<file path="src/rtl/fpu_pkg.sv">
// Shared widths, constants and the stage-1 payload type for the FPU
// normalization shifter.
package fpu_pkg;

    localparam int EXP_W_DEF  = 8;
    localparam int MANT_W_DEF = 28;
    localparam int LZ_W       = 5;

    localparam logic [EXP_W_DEF-1:0] EXP_INF = {EXP_W_DEF{1'b1}};

    // Everything stage 2 needs to finish normalization.
    typedef struct packed {
        logic                  sign;
        logic [EXP_W_DEF-1:0]  exp;
        logic [MANT_W_DEF-1:0] mant;
        logic [LZ_W-1:0]       lz;
        logic                  lz_zero;
    } s1_payload_t;

endpackage

</file>
<file path="src/rtl/fpu_lzc_28.sv">
// Combinational 28-bit leading-zero counter: four 8-bit leading-one position
// detectors merged pairwise in a two-level tree.
module fpu_lzc_28
    import fpu_pkg::*;
(
    input  logic [27:0]     data,
    output logic [LZ_W-1:0] count,
    output logic            zero
);

    // Returns {found, position of the leading one counted from the MSB}.
    function automatic logic [3:0] lop8(input logic [7:0] v);
        logic [3:0] r;
        casez (v)
            8'b1???????: r = 4'b1000;
            8'b01??????: r = 4'b1001;
            8'b001?????: r = 4'b1010;
            8'b0001????: r = 4'b1011;
            8'b00001???: r = 4'b1100;
            8'b000001??: r = 4'b1101;
            8'b0000001?: r = 4'b1110;
            8'b00000001: r = 4'b1111;
            default:     r = 4'b0000;
        endcase
        return r;
    endfunction

    logic [31:0] padded_s;
    logic [3:0]  g3_s, g2_s, g1_s, g0_s;
    logic [4:0]  hi_s, lo_s;

    // Zero padding at the LSB end leaves the count of any nonzero input unchanged.
    always_comb begin
        padded_s = {data, 4'b0000};
        g3_s = lop8(padded_s[31:24]);
        g2_s = lop8(padded_s[23:16]);
        g1_s = lop8(padded_s[15:8]);
        g0_s = lop8(padded_s[7:0]);
        if (g3_s[3]) begin
            hi_s = {1'b1, 1'b0, g3_s[2:0]};
        end else begin
            hi_s = {g2_s[3], 1'b1, g2_s[2:0]};
        end
        if (g1_s[3]) begin
            lo_s = {1'b1, 1'b0, g1_s[2:0]};
        end else begin
            lo_s = {g0_s[3], 1'b1, g0_s[2:0]};
        end
        if (hi_s[4]) begin
            count = {1'b0, hi_s[3:0]};
            zero  = 1'b0;
        end else begin
            count = {1'b1, lo_s[3:0]};
            zero  = ~lo_s[4];
        end
    end

endmodule

</file>
<file path="src/rtl/fpu_norm_shift.sv">
// Two-stage normalization shifter for the FPU adder result, valid/ready on both
// sides. Define FPU_NORM_DENORM_EN to produce subnormals instead of flushing.
module fpu_norm_shift
    import fpu_pkg::*;
#(
    parameter int MANT_W = MANT_W_DEF,
    parameter int EXP_W  = EXP_W_DEF
)
(
    input  logic              i_clk,
    input  logic              i_rst,
    input  logic              i_valid,
    output logic              o_ready,
    input  logic              i_sign,
    input  logic [EXP_W-1:0]  i_exp,
    input  logic [MANT_W-1:0] i_mant,
    output logic              o_valid,
    input  logic              i_ready,
    output logic              o_sign,
    output logic [EXP_W-1:0]  o_exp,
    output logic [MANT_W-2:0] o_mant,
    output logic              o_zero,
    output logic              o_overflow,
    output logic              o_underflow
);

    logic              s1_valid_r, s2_valid_r;
    logic              s2_load_s, s1_adv_s;
    logic [LZ_W-1:0]   lz_s;
    logic              lz_zero_s;
    s1_payload_t       s1_next_s, s1_r;
    logic [EXP_W-1:0]  lz_ext_s;
    logic [EXP_W:0]    exp_inc_s;
    logic [MANT_W-2:0] mant_low_s;
    logic [EXP_W-1:0]  nx_exp_s;
    logic [MANT_W-2:0] nx_mant_s;
    logic              nx_zero_s, nx_ovf_s, nx_unf_s;
`ifdef FPU_NORM_DENORM_EN
    logic [EXP_W-1:0]  den_shift_s;
`endif

    // The carry bit is excluded; the LSB pad keeps the counter 28 bits wide.
    fpu_lzc_28 u_lzc (
        .data  ({i_mant[MANT_W-2:0], 1'b0}),
        .count (lz_s),
        .zero  (lz_zero_s)
    );

    assign s2_load_s = ~s2_valid_r | i_ready;
    assign s1_adv_s  = s1_valid_r & s2_load_s;
    assign o_ready   = ~s1_valid_r | s1_adv_s;
    assign o_valid   = s2_valid_r;

    // Stage-1 payload assembled from the input beat.
    always_comb begin
        s1_next_s.sign    = i_sign;
        s1_next_s.exp     = i_exp;
        s1_next_s.mant    = i_mant;
        s1_next_s.lz      = lz_s;
        s1_next_s.lz_zero = lz_zero_s;
    end

    // Pipeline occupancy; reset drops whatever is in flight.
    always_ff @(posedge i_clk) begin
        if (i_rst) begin
            s1_valid_r <= 1'b0;
            s2_valid_r <= 1'b0;
        end else begin
            if (o_ready) begin
                s1_valid_r <= i_valid;
            end
            if (s2_load_s) begin
                s2_valid_r <= s1_valid_r;
            end
        end
    end

    // Stage-1 data register, loaded only on an accepted input beat.
    always_ff @(posedge i_clk) begin
        if (o_ready && i_valid) begin
            s1_r <= s1_next_s;
        end
    end

    assign lz_ext_s   = {{(EXP_W-LZ_W){1'b0}}, s1_r.lz};
    assign exp_inc_s  = {1'b0, s1_r.exp} + {{EXP_W{1'b0}}, 1'b1};
    assign mant_low_s = s1_r.mant[MANT_W-2:0];

`ifdef FPU_NORM_DENORM_EN
    // Subnormal shift: one less than the exponent so the result lands at exp 0.
    always_comb begin
        if (s1_r.exp == {EXP_W{1'b0}}) begin
            den_shift_s = {EXP_W{1'b0}};
        end else begin
            den_shift_s = s1_r.exp - {{(EXP_W-1){1'b0}}, 1'b1};
        end
    end
`endif

    // Result classification and shift for stage 2.
    always_comb begin
        nx_exp_s  = {EXP_W{1'b0}};
        nx_mant_s = {(MANT_W-1){1'b0}};
        nx_zero_s = 1'b0;
        nx_ovf_s  = 1'b0;
        nx_unf_s  = 1'b0;
        if (s1_r.mant[MANT_W-1]) begin
            if (exp_inc_s >= {1'b0, EXP_INF}) begin
                nx_ovf_s = 1'b1;
                nx_exp_s = EXP_INF;
            end else begin
                nx_exp_s  = exp_inc_s[EXP_W-1:0];
                nx_mant_s = {s1_r.mant[MANT_W-1:2], s1_r.mant[1] | s1_r.mant[0]};
            end
        end else if (s1_r.lz_zero) begin
            nx_zero_s = 1'b1;
        end else if (lz_ext_s < s1_r.exp) begin
            nx_exp_s  = s1_r.exp - lz_ext_s;
            nx_mant_s = mant_low_s << s1_r.lz;
        end else begin
            nx_unf_s = 1'b1;
`ifdef FPU_NORM_DENORM_EN
            nx_mant_s = mant_low_s << den_shift_s;
`else
            nx_zero_s = 1'b1;
`endif
        end
    end

    // Output registers; they hold while the downstream stalls.
    always_ff @(posedge i_clk) begin
        if (s1_adv_s) begin
            o_sign      <= s1_r.sign;
            o_exp       <= nx_exp_s;
            o_mant      <= nx_mant_s;
            o_zero      <= nx_zero_s;
            o_overflow  <= nx_ovf_s;
            o_underflow <= nx_unf_s;
        end
    end

endmodule

</file>
<file path="config.mk">
export PLATFORM = sky130hd
export DESIGN_NAME = fpu_norm_shift
export DESIGN_NICKNAME = d
export VERILOG_FILES = /design/src/rtl/fpu_pkg.sv /design/src/rtl/fpu_lzc_28.sv /design/src/rtl/fpu_norm_shift.sv
export SDC_FILE = /design/constraint.sdc
export NUM_CORES = 1
export LEC_CHECK = 0
export CAP_MARGIN = 25
export CORE_ASPECT_RATIO = 0.8
export CORE_MARGIN = 8
export CORE_UTILIZATION = 49
export CTS_CLUSTER_DIAMETER = 60
export CTS_CLUSTER_SIZE = 8
export DETAILED_ROUTE_END_ITERATION = 10
export HOLD_SLACK_MARGIN = 0.06
export PLACE_DENSITY = 0.79
export REMOVE_ABC_BUFFERS = 1
export SLEW_MARGIN = 10
export SYNTH_ARGS = -nofsm -noshare
export SYNTH_HDL_FRONTEND = slang
export SYNTH_SLANG_ARGS = --single-unit
</file>
<file path="constraint.sdc">
create_clock -name i_clk -period 3.3 [get_ports i_clk]
set_clock_uncertainty 0.05 [all_clocks]
set_input_delay 0.495 -clock i_clk [delete_from_list [all_inputs] [get_ports i_clk]]
set_output_delay 0.495 -clock i_clk [all_outputs]
set_load 0.005 [all_outputs]
</file>
==> flow_summary.yaml <==
final_layout:
  final_cells: 660
  insertedDiodeCount: 0
  final_net_count: 568
  final_layout_size_suffix_gt1_share_pct: 10.7
  fin_util_pct: 63.5
  area_growth_pct: 25.9
clock_network:
  post_cts_resized: 0
  clk_latency_ns: 0.33
  postCtsHoldBufs: 0
  cts-root-buf: "clkbuf_16"
  cts_max_level: 3
  clk_path_buf_depth: 2
  cts.sink_count: 84
  postCtsSetupBuffers: 0
  path_clk_slew_ns: 0.06
  cts_tree: "built"
  cts_buffers: 9
timing:
  hold_violations: 0
  finalSetupViolCount: 0
  maxSlewHeadroom_pct: 46.5
  post-route-min-period_ns: 2.94
  max_freq_ghz: 0.340
  slew_violations: 0
  fin_crit_sh_pct: 89.2
  worstMarginPinSlew_ns: 0.802
  grt_setup_unrepaired: "false"
synthesis:
  synthCells: 437
  netlist_area_sq_um: 4870
  yosys.area.top_type_share_pct: 50.6
  synth_top_flop_cell: "edfxtp_1"
  seq_area_frac_synth_pct: 51.4
  yosysWarnings: 0
  async_flop_share_pct: 0
  synth-edff-count: 82
  synthDistinctLibCells: 62
  netlist_top_cells_area: "edfxtp_1, mux2i_1, mux2_2"
  yosysTopAreaCell: "edfxtp_1"
  synth-seq-cells: 84
  syn_avg_cell_area_sq_um: 11.1
routing:
  first_pass_iters: 5
  drt_wl_total_um: 12900
  vias_per_cell: 6.04
  routedWlPerCell_um: 19.6
  drc_errors: 0
  vias: 3984
  ant_nets: 0
  drt_iter0_markers: 446
die:
  rows: 32
  io_pins: 82
  core_sq_um: 9650
  fp.dieW_um: 127
  fp.dieArea_sq_um: 13400
  start_util_pct: 50.5
  die_h_um: 105
critical_path:
  worst_setup_path_start_kind: "register"
  cp_slowest_stage_delay_ns: 0.46
  crit_fanout: 8
  critPathCaptureType: "register"
  cpMostUsedCell: "inv_1"
  criticalPathCategory: "reg2reg"
  required_ns: 3.32
  crit_chain: "inv_1, ha_1, inv_1, fa_1, a211oi_1, o21ai_1, a21oi_2, nor3_2, a221o_1"
  cp_slowest_cell: "a21oi_2"
  crit_arrival_ns: 2.96
grt:
  track_usage_pct: 19.0
  globalRouteOverflowTotal: 0
  grt_pass1_vias: 3688
  grt_max_degree: 40
  antenna_found_initial: 0
  grt_pass1_wl_um: 20300
min_path:
  hp-class: "reg2reg"
power_and_ir_drop:
  peakVddDrop_v: 0.000204
  p_leak_nw: 2.24
  cellPowerDensity_nw_per_um2: 460
placed_design:
  hpwlAfterDp_um: 9900
  portBuffers: 81
  place.gp.congestion: 0.906
  placed_cells: 644
run:
  drv_cap: 0
status:
  status: "finished, final reports clean"
==> metrics by stage <==
step           hold WS [ns]  total power, mW  instance area (sq um)  setup TNS [ns]  setup WS, ns
3_5_place_dp          0.376             1.83                   5830               0         0.368
6_report              0.400             2.82                   6130               0         0.356
4_1_cts               0.392             2.83                   6130               0         0.363
5_1_grt               0.398             2.93                   6130               0         0.186
3_3_place_gp          0.353             1.83                   5830               0         0.483
2_1_floorplan         0.350             1.60                   4770           -1.59        -0.146
==> per-layer routing <==
| layer | part of all wire [%] | global-route usage, % | up-vias | wire length, um |
|---|---|---|---|---|
| met5 | 0 | 0 | - | 0 |
| met4 | 1.4 | 5.42 | 0 | 176 |
| met3 | 9.4 | 3.81 | 12 | 1220 |
| met2 | 43 | 27.7 | 230 | 5500 |
| met1 | 47 | 27.8 | 1892 | 6030 |
| li1 | - | - | 1850 | - |
==> path summary, 6_finish.rpt <==
path,start,end,slack [ns],cells past startpoint
worst max-delay path,s1_r[34],o_mant[23],0.36,9
worst min-delay path,s1_r[42],o_sign,0.40,0
worst max register to register,s1_r[34],o_mant[23],0.36,9
worst min register to register,s1_r[42],o_sign,0.40,0
==> logic make-up (layout without fill, tap and decap cells) <==
family / after synthesis / count (layout) / synth area share, %
AOI/OAI and AO/OA: 114 / 114 / 16.4
xor gates and xnor gates: 6 / 6 / 1.08
adders and majority gates: 8 / 8 / 2.21
buffers and inverters: 34 / 121 / 3.16
DFF: 84 / 84 / 51.4
muxes: 51 / 51 / 11.7
and+or+nand+nor: 140 / 140 / 14.1
==> final cells by class <==
type | instances | area [sq um]
Clock buffer | 12 | 246
Sequential cell | 84 | 2500
Multi-Input combinational cell | 319 | 2220
Inverter | 14 | 52.6
Timing Repair Buffer | 91 | 886
Clock inverter | 4 | 50.0
Tap cell | 136 | 170
Fill cell | 748 | 3520
==> worst max-delay path, delay by kind of cell (launching register included) <==
kind,cells,cell delay (ns)
AO/OA/AOI/OAI,4,1.27
adder cells (fa/ha/maj),2,0.60
flip-flops,1,0.42
buffers and inverters,2,0.20
AND/OR/NAND/NOR,1,0.15
==> cells in the final DEF (no fill, tap or decap), types with 4 or more instances in the layout <==
| master | instances |
|---|---|
| nand2b_1 | 5 |
| and3_1 | 4 |
| ha_1 | 7 |
| o21ai_0 | 22 |
| a22o_1 | 11 |
| edfxtp_1 | 82 |
| a311oi_1 | 4 |
| and2_1 | 4 |
| nor3_1 | 10 |
| mux2_2 | 17 |
| a211o_1 | 5 |
| clkdlybuf4s50_1 | 81 |
| buf_4 | 10 |
| nor2b_1 | 7 |
| mux2i_1 | 31 |
| clkbuf_16 | 9 |
| o22ai_1 | 5 |
| xnor2_1 | 4 |
| a211oi_1 | 10 |
| nor4_1 | 5 |
| nor2_1 | 45 |
| inv_1 | 11 |
| a21oi_1 | 24 |
| a221o_1 | 8 |
| nand2_1 | 38 |
| a31oi_1 | 6 |
==> flip-flops by register name, summed over array words and instances, names as in the netlist <==
| name | count |
|---|---|
| mant_low_s | 27 |
| o_mant | 27 |
| s1_r | 11 |
| o_exp | 8 |
| lz_ext_s | 5 |
| o_overflow | 1 |
| o_sign | 1 |
| o_underflow | 1 |
| o_valid | 1 |
| o_zero | 1 |
| s1_valid_r | 1 |
==> cell usage after synthesis (2+ instances only) <==
master,instances
nor2b_1,8
a22o_1,11
clkinv_1,3
nor2_1,45
dfxtp_1,2
nor3_1,10
a311oi_1,4
buf_2,5
buf_6,2
clkbuf_1,10
a211oi_1,10
inv_1,11
nor4b_1,2
o21ai_1,2
a21oi_1,24
nor3_2,2
a31oi_1,6
nand4_1,2
and2_1,5
mux2_2,17
and3_1,4
nand3_1,3
o22ai_1,5
o211ai_1,3
ha_1,7
nor4_1,5
or4_1,3
edfxtp_1,82
nand2_1,38
a21o_1,2
mux2i_1,31
nand2b_1,5
xor2_1,2
a221o_1,8
mux4_2,3
xnor2_1,4
a211o_1,5
o21ai_0,22
==> power by group <==
group	switching, mW	leakage [nW]	total [mW]	internal (mW)
sequential	0.0521	0.807	1.30	1.25
combinational	0.271	1.29	0.517	0.246
clock	0.397	0.139	1.00	0.606
Note: power is estimated with default switching activity, not from simulation.
